$ cat config.mk
export PLATFORM = sky130hd
export DESIGN_NAME = ula_responder
export DESIGN_NICKNAME = d
export VERILOG_FILES = /design/src/rtl/ula_pkg.sv /design/src/rtl/ula_req_fifo.sv /design/src/rtl/ula_responder.sv
export SDC_FILE = /design/constraint.sdc
export NUM_CORES = 1
export LEC_CHECK = 0
export BUFFER_PORTS_ARGS = -buffer_cell sky130_fd_sc_hd__clkbuf_2
export CELL_PAD_IN_SITES_DETAIL_PLACEMENT = 1
export CELL_PAD_IN_SITES_GLOBAL_PLACEMENT = 1
export CORE_ASPECT_RATIO = 1.2
export CORE_MARGIN = 2
export CORE_UTILIZATION = 35
export CTS_CLUSTER_SIZE = 10
export DETAILED_ROUTE_END_ITERATION = 10
export HOLD_SLACK_MARGIN = 0.03
export PLACE_DENSITY_LB_ADDON = 0.1
export SYNTH_ARGS = -nofsm -noshare
export SYNTH_HDL_FRONTEND = slang
export SYNTH_SLANG_ARGS = --single-unit
$ cat constraint.sdc
create_clock -name clk_ula -period 4.59 [get_ports clk_ula]
set_input_delay 0.918 -clock clk_ula [delete_from_list [all_inputs] [get_ports clk_ula]]
set_output_delay 0.918 -clock clk_ula [all_outputs]
set_load 0.1 [all_outputs]
$ cat src/rtl/ula_pkg.sv
// ula_pkg -- shared types and helpers for the ULA responder slice.
//
// Contents:
//   DATA_W, A_W   register width (32) and operand width (16)
//   ula_op_e      opcode encoding carried on instru
//   ula_state_e   responder FSM states
//   ula_req_t     one queued request {instru, reg_sel, a}
//   alu_single    result of every opcode that completes in one EXEC cycle
//
// Build option: ULA_MUL_EN. When it is undefined, opcode 10 is an XOR
// handled by alu_single. When it is defined, opcode 10 goes through the
// iterative multiplier in the top level.
package ula_pkg;

  localparam int DATA_W = 32;
  localparam int A_W    = 16;

  typedef enum logic [1:0] {
    ULA_ADD  = 2'b00,
    ULA_SUB  = 2'b01,
    ULA_MUL  = 2'b10,
    ULA_LOAD = 2'b11
  } ula_op_e;

  typedef enum logic [1:0] {
    IDLE = 2'd0,
    EXEC = 2'd1,
    MUL  = 2'd2
  } ula_state_e;

  typedef struct packed {
    ula_op_e          instru;
    logic [1:0]       reg_sel;
    logic [A_W-1:0]   a;
  } ula_req_t;

  // New register value for the opcodes that finish in one EXEC cycle.
  // The operand is always zero-extended; wrap-around is modulo 2^DATA_W.
  function automatic logic [DATA_W-1:0] alu_single(input ula_op_e op,
                                                    input logic [DATA_W-1:0] r,
                                                    input logic [A_W-1:0] a);
    logic [DATA_W-1:0] a_ext;
    a_ext = {{(DATA_W - A_W){1'b0}}, a};
    case (op)
      ULA_ADD:  return r + a_ext;
      ULA_SUB:  return r - a_ext;
      ULA_LOAD: return a_ext;
`ifdef ULA_MUL_EN
      // The multiplier state handles this opcode; EXEC never sees it.
      ULA_MUL:  return r;
`else
      ULA_MUL:  return r ^ a_ext;
`endif
      default:  return r;
    endcase
  endfunction

endpackage

$ cat src/rtl/ula_req_fifo.sv
// ula_req_fifo -- synchronous FIFO of ula_req_t requests.
//
// Parameters:
//   FIFO_DEPTH  number of entries, power of two and at least 2
// Ports:
//   clk, rst_n  clock and asynchronous active-low reset (FIFO empties)
//   push        write din this edge; the caller only pushes when there is room
//               (not full, or a pop on the same edge)
//   pop         drop the head entry this edge; the caller only pops when non-empty
//   din         request to write
//   full/empty  occupancy flags
//   head        oldest entry (combinational read)
//
// Pointers carry one extra bit so full and empty are told apart when the
// index bits match.
module ula_req_fifo
  import ula_pkg::*;
#(
  parameter int FIFO_DEPTH = 4
) (
  input  logic     clk,
  input  logic     rst_n,
  input  logic     push,
  input  logic     pop,
  input  ula_req_t din,
  output logic     full,
  output logic     empty,
  output ula_req_t head
);

  localparam int PTR_W = $clog2(FIFO_DEPTH);
  localparam logic [PTR_W:0] PTR_ONE = {{PTR_W{1'b0}}, 1'b1};

  ula_req_t       mem [FIFO_DEPTH];
  logic [PTR_W:0] wr_ptr;
  logic [PTR_W:0] rd_ptr;

  assign empty = (wr_ptr == rd_ptr);
  assign full  = (wr_ptr[PTR_W] != rd_ptr[PTR_W]) &&
                 (wr_ptr[PTR_W-1:0] == rd_ptr[PTR_W-1:0]);
  assign head  = mem[rd_ptr[PTR_W-1:0]];

  // NOTE: sequential state uses non-blocking (<=) so every flop samples
  // pre-edge values regardless of process ordering.
  always_ff @(posedge clk or negedge rst_n) begin
    if (!rst_n) begin
      wr_ptr <= '0;
      rd_ptr <= '0;
    end else begin
      if (push) wr_ptr <= wr_ptr + PTR_ONE;
      if (pop)  rd_ptr <= rd_ptr + PTR_ONE;
    end
  end

  // NOTE: the storage array is deliberately not reset. The pointers alone
  // define which entries are valid, and a reset-free array maps to plain RAM.
  always_ff @(posedge clk) begin
    if (push) mem[wr_ptr[PTR_W-1:0]] <= din;
  end

endmodule

$ cat src/rtl/ula_responder.sv
// ula_responder -- slave end of the ULA interface.
//
// Queues requests in a FIFO. It executes them in order against four 32-bit
// registers and returns each new register value with a one-cycle strobe.
//
// Parameters:
//   FIFO_DEPTH  request FIFO entries (power of two, >= 2)
// Ports:
//   clk_ula     clock, rising edge
//   rst         asynchronous active-low reset; aborts all work in flight
//   A           16-bit operand
//   reg_sel     target register R0..R3
//   instru      opcode (ula_op_e)
//   valid_ula   request qualifier, sampled every edge
//   data_out    new value of the target register, held between strobes
//   valid_out   one-cycle result strobe
//
// Build option: ULA_MUL_EN enables the 16-step shift-add multiplier for
// opcode 10. Without it, opcode 10 is a single-cycle XOR.
module ula_responder
  import ula_pkg::*;
#(
  parameter int FIFO_DEPTH = 4
) (
  input  logic              clk_ula,
  input  logic              rst,
  input  logic [A_W-1:0]    A,
  input  logic [1:0]        reg_sel,
  input  logic [1:0]        instru,
  input  logic              valid_ula,
  output logic [DATA_W-1:0] data_out,
  output logic              valid_out
);

  ula_state_e        state, state_next;
  logic [DATA_W-1:0] regs [4];

  ula_op_e           cur_op;
  logic [1:0]        cur_sel;
  logic [A_W-1:0]    cur_a;
  logic [DATA_W-1:0] exec_result;

  ula_req_t          req_in;
  ula_req_t          head;
  logic              fifo_full;
  logic              fifo_empty;
  logic              pop;
  logic              push;

`ifdef ULA_MUL_EN
  logic [3:0]        cnt;
  logic [DATA_W-1:0] acc;
  logic [DATA_W-1:0] mcand;
  logic [A_W-1:0]    mplier;
  logic [DATA_W-1:0] acc_next;
`endif

  assign req_in = {ula_op_e'(instru), reg_sel, A};
  // No backpressure exists: a request that finds the FIFO full is dropped.
  // A pop on the same edge frees a slot.
  assign push   = valid_ula && (!fifo_full || pop);

  ula_req_fifo #(
    .FIFO_DEPTH (FIFO_DEPTH)
  ) u_fifo (
    .clk   (clk_ula),
    .rst_n (rst),
    .push  (push),
    .pop   (pop),
    .din   (req_in),
    .full  (fifo_full),
    .empty (fifo_empty),
    .head  (head)
  );

  // Registers are read in EXEC, after the previous request's write has
  // landed. Dependent requests therefore see earlier results.
  assign exec_result = alu_single(cur_op, regs[cur_sel], cur_a);

`ifdef ULA_MUL_EN
  // One shift-add step: mcand walks left while mplier walks right.
  assign acc_next = acc + (mplier[0] ? mcand : '0);
`endif

  // NOTE: every output of this block gets a default first, so no path
  // leaves a value unassigned and no latch is inferred.
  always_comb begin
    state_next = state;
    pop        = 1'b0;
    case (state)
      IDLE: begin
        if (!fifo_empty) begin
          pop = 1'b1;
`ifdef ULA_MUL_EN
          state_next = (head.instru == ULA_MUL) ? MUL : EXEC;
`else
          state_next = EXEC;
`endif
        end
      end
      EXEC: state_next = IDLE;
`ifdef ULA_MUL_EN
      MUL:  if (cnt == 4'd15) state_next = IDLE;
`endif
      default: state_next = IDLE;
    endcase
  end

  always_ff @(posedge clk_ula or negedge rst) begin
    if (!rst) begin
      state     <= IDLE;
      for (int i = 0; i < 4; i++) regs[i] <= '0;
      cur_op    <= ULA_ADD;
      cur_sel   <= '0;
      cur_a     <= '0;
      data_out  <= '0;
      valid_out <= 1'b0;
`ifdef ULA_MUL_EN
      cnt       <= '0;
      acc       <= '0;
      mcand     <= '0;
      mplier    <= '0;
`endif
    end else begin
      state     <= state_next;
      valid_out <= 1'b0;
      case (state)
        IDLE: begin
          if (pop) begin
            cur_op  <= head.instru;
            cur_sel <= head.reg_sel;
            cur_a   <= head.a;
`ifdef ULA_MUL_EN
            cnt     <= '0;
            acc     <= '0;
            mcand   <= {{(DATA_W - A_W){1'b0}}, regs[head.reg_sel][A_W-1:0]};
            mplier  <= head.a;
`endif
          end
        end
        EXEC: begin
          regs[cur_sel] <= exec_result;
          data_out      <= exec_result;
          valid_out     <= 1'b1;
        end
`ifdef ULA_MUL_EN
        MUL: begin
          acc    <= acc_next;
          mcand  <= mcand << 1;
          mplier <= mplier >> 1;
          cnt    <= cnt + 4'd1;
          if (cnt == 4'd15) begin
            regs[cur_sel] <= acc_next;
            data_out      <= acc_next;
            valid_out     <= 1'b1;
          end
        end
`endif
        default: ;
      endcase
    end
  end

endmodule

==> results.txt <==
Most Frequent Cell on Critical Path = o21ai_0
Synth top area cells = dfrtp_1 (36%), edfxtp_1 (18%), mux4_2 (8.9%), o21ai_0 (6.1%), nand2_1 (4.9%)
Least-Margin Pin Slew = 1.10 ns
Clk_lat worst skew = 0.57 ns
Outcome = complete, no violations
Detailed Route Iter0 Violations = 316
Standard-cell row count = 78
Ordered cell list for the critical path = or4_1 -> nor4_2 -> nand2_2 -> o21ai_0 -> ha_1 -> a211oi_1 -> o21ai_0 -> nor2_1 -> o2111ai_2 -> a21oi_2 -> nor2_2 -> a2111oi_2 -> nor4b_4 -> a21oi_1
Critical path's slowest cell = or4_1
Final Max Tran Viols = 0
Top post-synthesis cells by count = dfrtp_1 (188), nand2_1 (171), o21ai_0 (162)
Period utilisation layout = 0.908
Post-DP HPWL = 24,600 um
Post-layout nets = 1,302
Max_slew headroom = 0.266
Die W = 181 um
GRT overflow = 0
Max Freq = 0.240 GHz
Min Tclk post-route = 4.17 ns
# clock sinks = 268
Async S/R FF share, synth = 0.701
# Post-CTS Setup Buffers = 0
Final setup vio count = 0
Yosys cell types = 65
Seq. cell area = 0.00711 mm2
Synth Flop Type = dfrtp_1
Routed vias = 9,134
Area Overhead vs Synth = 14.4%
Die Y = 217 um
Multi-input logic area = 0.00577 mm2
Setup TNS Final = 0 ns
FF-to-FF Start = cur_a[8]$_DFFE_PN0P_
Drt pass-1 iters = 4
Dpl cells = 1,687
Fillers = 4,092
Critical Path End Type = flip-flop
Layout cells sized above 1 = 0.185
Synth Net Count = 1,244
CP max stage delay = 0.61 ns
Top-Level Pins = 56
Post-Syn Instances = 1,182
Initial antenna violation count = 0
Ant. Diodes = 0
Largest area contributor in the netlist = dfrtp_1
DP Worst Slack = 0.224 ns
Register area share after synthesis = 0.537
Syn avg cell area = 11.2 um2
PortBufs = 55
CTS Buf Count = 31
Initial core utilization = 0.352
Worst Setup SP = cur_a[8]$_DFFE_PN0P_
H-Tree Depth = 1
EDFF count, synth = 80
Worst min path class = input pin to async pin
Setup ws final = 0.420 ns
DR DRC count = 0
Final Hold Viols = 0
Crit path launch type = flip-flop
Via density = 5.26
Max FO, Critical Path = 8
WL/cell = 20.4 um
Post-Syn Area = 0.0132 mm2
Most common cell in the synthesized netlist = dfrtp_1
Max cap viols = 0
Clock Skew = 0.0108 ns
CTS max path bufs = 3
Global Route Usage Sum = 0.185
Post-Route WL = 35,400 um
CTS tree = built
Worst hold margin = 0.287 ns
Core area = 0.0376 mm2
ANT nets after route = 0
Crit path DAT = 4.66 ns
First-pass GRT wire length = 57,400 um
Vias in the first global route = 10,002
Setup CP Type = flip-flop to flip-flop
Yosys reg bits = 268
CTS root buf = clkbuf_16
Syn. warnings = 0
Post-Layout Cell Count = 1,736
Critical Path RT = 5.08 ns
Top cell type's share of synthesized area = 0.356
Pin count of the biggest net entering global routing = 100
Routability cong. = 0.864
Die area = 0.0394 mm2
Worst-path clk slew = 0.05 ns
-- layer usage --
metal  track usage  wire length (um)  up-vias
li1              -                 -     4376
met1         0.233             15300     4604
met2         0.338             18400      107
met3        0.0181               846       47
met4        0.0504               806        0
met5             0                 0        -
-- final cells by class --
cell class / count / share of cell area
clock inverters: 3 / 0.00364
well taps: 480 / 0.0397
flip-flops and latches: 268 / 0.470
repair buffers: 98 / 0.0426
multi-input cells: 811 / 0.381
clock buffers: 46 / 0.0550
inverters: 30 / 0.00745
-- flip-flops by register name, summed over array words and instances, names as in the netlist --
| signal | flops |
|---|---|
| cur_op | 2 |
| data_out | 32 |
| valid_out | 1 |
| u_fifo.wr_ptr | 3 |
| state | 1 |
| u_fifo.rd_ptr | 3 |
| cur_a | 16 |
| regs | 128 |
| u_fifo.mem | 80 |
| cur_sel | 2 |
-- critical path, delay by kind of cell, from the launching register on --
family / cells / cell delay [ns]
simple gates: 6 / 1.48
compound gates: 7 / 1.75
fa+ha+maj: 1 / 0.40
flops: 1 / 0.44
-- metrics by stage --
| step | utilization | instance area [um2] |
|---|---|---|
| floorplan | - | 13200 |
| global placement | 0.378 | 14200 |
| detailed placement | 0.378 | 14200 |
| CTS | 0.401 | 15100 |
| global route | 0.403 | 15100 |
| finish | 0.403 | 15100 |
-- worst paths after layout --
check	cells after the start	slack, ns	end
max reg2reg	14	0.42	data_out[31]$_DFFE_PN0P_
min reg2reg	2	0.48	regs[54]$_DFFE_PN0P_
min in group clk_ula	2	0.48	regs[54]$_DFFE_PN0P_
max	14	0.42	data_out[31]$_DFFE_PN0P_
max in group asynchronous	2	3.31	cur_sel[0]$_DFFE_PN0P_
min	1	0.29	regs[123]$_DFFE_PN0P_
-- timing repair --
| action | in CTS | in global routing |
|---|---|---|
| setup endpoints to repair | 0 | 41 |
| hold buffers | 0 | 0 |
| gates resized for setup | 0 | 12 |
| hold endpoints to repair | 0 | 0 |
-- logic make-up after synthesis --
| kind of cell | count (synthesis) | synth area share |
|---|---|---|
| AO/OA/AOI/OAI | 331 | 0.144 |
| XOR/XNOR | 53 | 0.0351 |
| adder cells (fa/ha/maj) | 39 | 0.0375 |
| buffers and inverters | 103 | 0.0306 |
| flip-flops | 268 | 0.537 |
| multiplexers | 85 | 0.115 |
| AND/OR/NAND/NOR | 303 | 0.0999 |
-- layout by cell type (no fill, tap or decap), types with 4 or more instances in the layout --
master	synthesis	routed
a21oi_1	80	79
or4_1	4	4
xnor2_1	28	28
o31ai_1	4	4
or3_1	4	4
a22oi_1	7	4
o21ai_1	10	11
and2_1	9	9
nor3_1	6	6
buf_4	1	40
xor2_1	25	25
clkbuf_2	0	54
nor2_1	61	60
a22oi_2	1	4
a21oi_2	3	4
dfrtp_1	188	185
a21o_1	17	17
o21bai_1	6	6
nand4_1	8	8
and3_1	11	11
inv_1	29	29
mux2i_1	16	16
clkbuf_16	0	31
nand3_1	15	13
a31oi_1	14	13
mux4_2	52	52
ha_1	38	38
o21ai_0	162	161
nand2_1	171	169
clkbuf_1	52	15
edfxtp_1	80	80
mux2_2	16	16
Power is left out: the tool's default activity adds up to more than one toggle a clock period on the data nets, which glitch-free logic cannot reach.
